===== src/rtl/dcp_fog_synth.sv =====
// Forward haze model I = (J*t + A*(255-t)) / 255 per channel, 3-cycle pipeline,
// with per-frame atmospheric-light latch and valid-pixel counter. Build macro: FOG_ROUND_EN.
`timescale 1ns/1ps

module dcp_fog_synth #(
    parameter logic [23:0] AIR_DEFAULT = 24'hF0F0F0,
    parameter int          CNT_W       = 22
) (
    input  logic             pixelclk,
    input  logic             reset,
    input  logic [23:0]      i_rgb,
    input  logic [7:0]       i_transmittance,
    input  logic [23:0]      i_air_light,
    input  logic             i_hsync,
    input  logic             i_vsync,
    input  logic             i_data_valid,
    output logic [23:0]      o_fog_rgb,
    output logic             o_hsync,
    output logic             o_vsync,
    output logic             o_data_valid,
    output logic [23:0]      o_air_light,
    output logic [CNT_W-1:0] o_frame_pix_cnt
);

`ifdef FOG_ROUND_EN
    localparam logic [16:0] RND = 17'd127;
`else
    localparam logic [16:0] RND = 17'd0;
`endif

    localparam logic [CNT_W-1:0] CNT_MAX = {CNT_W{1'b1}};

    logic [23:0]       j_q, j_d;
    logic [7:0]        t_q, t_d;
    logic [7:0]        nt_q, nt_d;
    logic [23:0]       a1_q, a1_d;
    logic [23:0]       air_q, air_d;
    logic [2:0][15:0]  p_q, p_d;
    logic [2:0][15:0]  qa_q, qa_d;
    logic [23:0]       fog_q, fog_d;
    logic [2:0]        hs_q, hs_d;
    logic [2:0]        vs_q, vs_d;
    logic [2:0]        dv_q, dv_d;
    logic [CNT_W-1:0]  cnt_q, cnt_d;
    logic [CNT_W-1:0]  frm_q, frm_d;
    logic              vsync_rise;
    logic [16:0]       sum;

    // vs_q[0] doubles as the registered vsync used for edge detection
    assign vsync_rise = i_vsync & ~vs_q[0];

    always_comb begin
        j_d   = i_rgb;
        t_d   = i_transmittance;
        nt_d  = 8'd255 - i_transmittance;
        a1_d  = air_q;
        air_d = air_q;
        p_d   = p_q;
        qa_d  = qa_q;
        fog_d = fog_q;
        sum   = 17'd0;
        hs_d  = {hs_q[1:0], i_hsync};
        vs_d  = {vs_q[1:0], i_vsync};
        dv_d  = {dv_q[1:0], i_data_valid};
        cnt_d = cnt_q;
        frm_d = frm_q;

        // The pixel sampled on the rise cycle still takes the old A via a1_d
        if (vsync_rise) begin
            air_d = i_air_light;
        end

        for (int c = 0; c < 3; c++) begin
            p_d[c]  = {8'd0, j_q[c*8 +: 8]} * {8'd0, t_q};
            qa_d[c] = {8'd0, a1_q[c*8 +: 8]} * {8'd0, nt_q};
            sum     = {1'b0, p_q[c]} + {1'b0, qa_q[c]} + RND;
            fog_d[c*8 +: 8] = 8'(sum / 17'd255);
        end

        if (vsync_rise) begin
            frm_d = cnt_q;
            cnt_d = i_data_valid ? {{(CNT_W-1){1'b0}}, 1'b1} : '0;
        end else if (i_data_valid && (cnt_q != CNT_MAX)) begin
            cnt_d = cnt_q + 1'b1;
        end
    end

    always_ff @(posedge pixelclk) begin
        if (reset) begin
            j_q   <= '0;
            t_q   <= '0;
            nt_q  <= '0;
            a1_q  <= '0;
            air_q <= AIR_DEFAULT;
            p_q   <= '0;
            qa_q  <= '0;
            fog_q <= '0;
            hs_q  <= '0;
            vs_q  <= '0;
            dv_q  <= '0;
            cnt_q <= '0;
            frm_q <= '0;
        end else begin
            j_q   <= j_d;
            t_q   <= t_d;
            nt_q  <= nt_d;
            a1_q  <= a1_d;
            air_q <= air_d;
            p_q   <= p_d;
            qa_q  <= qa_d;
            fog_q <= fog_d;
            hs_q  <= hs_d;
            vs_q  <= vs_d;
            dv_q  <= dv_d;
            cnt_q <= cnt_d;
            frm_q <= frm_d;
        end
    end

    assign o_fog_rgb       = fog_q;
    assign o_hsync         = hs_q[2];
    assign o_vsync         = vs_q[2];
    assign o_data_valid    = dv_q[2];
    assign o_air_light     = air_q;
    assign o_frame_pix_cnt = frm_q;

endmodule


===== config.mk =====
export PLATFORM = sky130hd
export DESIGN_NAME = dcp_fog_synth
export DESIGN_NICKNAME = d
export VERILOG_FILES = /design/src/rtl/dcp_fog_synth.sv
export SDC_FILE = /design/constraint.sdc
export NUM_CORES = 2
export LEC_CHECK = 0
export ABC_AREA = 1
export CAP_MARGIN = 5
export CORE_MARGIN = 10
export CORE_UTILIZATION = 43
export DETAILED_ROUTE_END_ITERATION = 8
export GPL_ROUTABILITY_DRIVEN = 0
export HOLD_SLACK_MARGIN = 0.12
export SETUP_SLACK_MARGIN = 0.4
export SYNTH_ARGS = -nofsm -noshare
export SYNTH_HDL_FRONTEND = slang
export SYNTH_SLANG_ARGS = --single-unit

===== constraint.sdc =====
create_clock -name pixelclk -period 14.53 [get_ports pixelclk]
set_clock_uncertainty 0.05 [all_clocks]
set_input_delay 1.453 -clock pixelclk [delete_from_list [all_inputs] [get_ports pixelclk]]
set_output_delay 1.453 -clock pixelclk [all_outputs]
set_load 0.02 [all_outputs]

Yosys cells after proc, flatten, opt, wreduce, memory -nomap -nowiden
Cells that the tools add are included.

word-level totals
  register bits after elaboration = 261
  bits of input ports = 61
  output and inout bits = 73

cells by class
  $add $sub $neg = 5
  multipliers = 6
  divide/modulo/power cells = 3
  equality and inequality tests = 1
  muxes and demuxes = 3
  bitwise operators = 2
  reduce and logical (&&, ||, !) cells = 2

operators by type and width
  cell                                              count
  multiplier 8 x 8 -> 16 bit                        6
  adder 16 x 16 -> 17 bit                           3
  divider 17 x 8 -> 17 bit (second input constant)  3
  two-way mux 22 bit                                2
  adder 22 x 1 -> 22 bit (second input constant)    1
  != test 22 bit (second input constant)            1
  subtractor 8 bit (first input constant)           1
  nonzero test 2 bit                                1
  bitwise AND 1 bit                                 1
  logical AND 1 bit                                 1
  two-way mux 1 bit                                 1
  NOT 1 bit                                         1

Depth between registers and ports, before layout
  depth in word-level cells = 4
  gate-level depth with buffers = 63
  depth with buffers taken out = 63

Worst setup path before layout
No wires, ideal clock.

  kind = register to register
  from = register p_q[32] (netlist name)
  to = register fog_q[16] (netlist: o_fog_rgb[16])
  library setup time = 0.070 ns
  data arrival time = 5.934 ns
  setup slack = 8.476 ns
  stages on the path, launching flop included = 56
  path buffers = 1
  period minus slack after synthesis = 6.054 ns
  path through = dfxtp_1 -> ha_1 -> fa_1 -> nand2_1 -> nand3_1 -> o21ai_2 -> nand3b_1 -> nand4_1 -> nand2_1 -> nand2_1 -> nor2_2 -> nand3_2 -> buf_4 -> nand4_1 -> nor2_1 -> nand2_1 -> o21ai_1 -> nand2_2 -> [20 not listed] -> nor2_2 -> nand2_2 -> nor2_4 -> nand2_4 -> nand3_1 -> nand2_1 -> inv_1 -> ha_1 -> nand3_1 -> nor2_2 -> nand2_1 -> nand2_1 -> nand2_1 -> nand2_1 -> nand2_1 -> inv_1 -> nand3_1 -> a21oi_1

on the way
  longest elaborated chain between the ends = 2

RTL lines
  element                   line  text
  start: declaration        38    logic [2:0][15:0] p_q, p_d;
  start signal: assignment  109   p_q <= p_d;
  adder 16 x 16 -> 17 bit   76    sum = {1'b0, p_q[c]} + {1'b0, qa_q[c]} + RND;
  divider 17 x 8 -> 17 bit  77    fog_d[c*8 +: 8] = 8'(sum / 17'd255);
  end signal: assignment    111   fog_q <= fog_d;
  end: declaration          40    logic [23:0] fog_q, fog_d;

Every way passes these cells.
A chain may end at the register's enable or synchronous reset.

Worst setup path in the final report
Ends and elaborated chain as after synthesis.

==> impl_metrics.tcl <==
set metrics [dict create \
    crit_path_frequent_cell "nand2_1" \
    relSlewSlack_pct 21.9 \
    cts_resized 0 \
    hold_violations 0 \
    cts_inserted_buffers 35 \
    antenna_found_initial 7 \
    io_buffers 133 \
    die_w_microns 276 \
    async_flop_share_pct 0 \
    synth_warnings 0 \
    ios 134 \
    grt_max_degree 74 \
    syn_inst 4242 \
    ys_seq_area_share_pct 18.5 \
    worst_pin_slew_ps 1170 \
    grtUsageMet1_pct 24.6 \
    setup_viol 0 \
    vias 24600 \
    reg2reg_setup_slack_ps 7410 \
    layout-drive-gt1-share_pct 6.32 \
    critPathMaxFanout 14 \
    viasPerCell 4.74 \
    ys_ff_latch 261 \
    slew_violations 0 \
    postCtsSetupBuffers 0 \
    clk_pin_slew_ps 60 \
    final_nets 4861 \
    worstSetupStartpointType "flop" \
    die-area_sq_mm 0.0763 \
    grt_pass1_vias 23600 \
    fmax_mhz 141 \
    busiest_layer "met2" \
    synthTopCellsByArea "dfxtp_1 (19%), fa_1 (16%), nand2_1 (14%)" \
    clkSinkCount 261 \
    netlist_area_sq_mm 0.0282 \
    fin_setup_tns_ps 0 \
    clockBufferDepth 3 \
    crit_family "simple AND/OR/NAND/NOR gates" \
    drc 0 \
    diodes 0 \
    yosysMostFrequentCell "nand2_1" \
    hold_path.class "flop to flop" \
    fin_crit_ps 7120 \
    drtIter0Drc 1165 \
    drv_cap 0 \
    clock_latency_ps 570 \
    yosysTopAreaCellShare_pct 18.5 \
    final_cells 5193 \
    critPathBufInv 3 \
    synth_nets 4790 \
    power.density_mw_per_mm2 92.1 \
    drt_wl_total_microns 67500 \
    rows 93 \
    cts-root-buf "clkbuf_16" \
    use_met3_pct 3.61 \
    rsz0062_at_grt "no" \
    grt_pass1_wl_microns 115000 \
    critPathArrivalTime_ps 7540 \
    ant_nets 0 \
    use_met2_pct 27.3 \
    fp.dieH_microns 276 \
    synth_common_cells "nand2_1 (1,065), inv_1 (953), nor2_1 (385)" \
    post_drt_wl_per_cell_microns 13.0 \
    yosys.area.top_type "dfxtp_1" \
    required_ps 14960 \
    vdd_ir_drop_max_mv 0.0719 \
    initial_utilization_pct 43.6 \
    synth_cell_types 52 \
    postSynthAreaPerCell_sq_um 6.66 \
    core_area_sq_mm 0.0647 \
    cts_tree "yes" \
    worst_setup_path_end_kind "flop" \
    cts.htree.levels 2 \
    crit_type "flop to flop" \
    grtUsageTotal_pct 17.5 \
    p_leak_nw 18.3 \
    overflow 0 \
    synth_edf_count 0 \
    status "completed" \
    dp_hpwl_microns 53400 \
    ctsHoldBuffers 0 \
    synth_flop_cell "dfxtp_1" \
    slowest_delay_ps 430 \
    firstDrtPassIters 6 \
    syn_to_final_growth_pct 11.8 \
    placedCellCount 5131 \
    finalCritPeriodShare_pct 49.0 \
    cp_slowest_cell "fa_1" \
]
per-layer routing:
metal	share of wire, %	routed length (microns)	vias to the layer above
li1	-	-	13000
met1	51	34100	11100
met2	42	28500	412
met3	5.9	3970	66
met4	1.3	886	12
met5	0.11	71	-
area by class of cell:
cell class	count	area (sq um)
flip-flops and latches	261	5230
clock buffers	44	960
inverters	980	3680
repair buffers	152	1480
clock inverters	18	318
well taps	855	1070
multi-input cells	2883	18800
fillers	6646	33100
logic make-up after synthesis:
family	share of synthesized area, %
AND/OR/NAND/NOR	28.9
XOR/XNOR	1.05
adder cells (fa/ha/maj)	27.4
buffers and inverters	14.8
flip-flops	18.5
AO/OA/AOI/OAI	9.33
final timing paths:
path,from,end,depth (start not counted)
worst max-delay path,p_q[32],o_fog_rgb[16],55
worst min-delay path,vs_q[1],vs_q[2],2
worst min register to register,vs_q[1],vs_q[2],2
worst max register to register,p_q[32],o_fog_rgb[16],55
stage by stage:
step                      setup WS (ps)  cell area (sq um)  utilization, %  total power, mW  hold WS, ps
final                              7410              31600            48.8             2.91          352
after detailed placement           7390              30300            46.8             1.97          345
after global placement             7480              30300            46.8             1.97          342
after floorplan                    8480              28200               -             1.69          338
after CTS                          7350              31600            48.8             2.95          354
after global routing               6330              31600            48.8             3.15          362
cell usage in the layout (no fill, tap or decap), drive strengths merged, types with 7 or more instances in the layout:
cell type,n
a21o,8
a21oi,166
a31oi,8
and2,7
buf,20
clkbuf,44
clkdlybuf4s50,132
clkinv,15
dfxtp,261
fa,219
ha,268
inv,975
nand2,1150
nand3,219
nand3b,10
nand4,39
nor2,423
nor3,31
o211ai,19
o21a,11
o21ai,224
o21bai,15
o31ai,9
xor2,29
state kept, by name, summed over array words and instances, names as in the netlist:
register / cells
a1_q: 24
j_q: 24
t_q: 8
vs_q: 3
o_frame_pix_cnt: 22
nt_q: 8
hs_q: 3
o_air_light: 24
p_q: 48
dv_q: 3
qa_q: 48
o_fog_rgb: 24
cnt_q: 22
report_power, final:
part	switching [mW]	internal [mW]
Clock	0.365	0.584
Combinational	0.743	0.396
Sequential	0.0453	0.774
Total	1.15	1.75
worst register-to-register path: cells and delay by family, from the launching register on:
kind | cells | cell delay (ps)
and+or+nand+nor | 45 | 5100
adders and majority gates | 3 | 800
AOI/OAI and AO/OA | 4 | 640
DFF | 1 | 300
buffers and inverters | 3 | 170
Power figures use the tool's default switching activity.
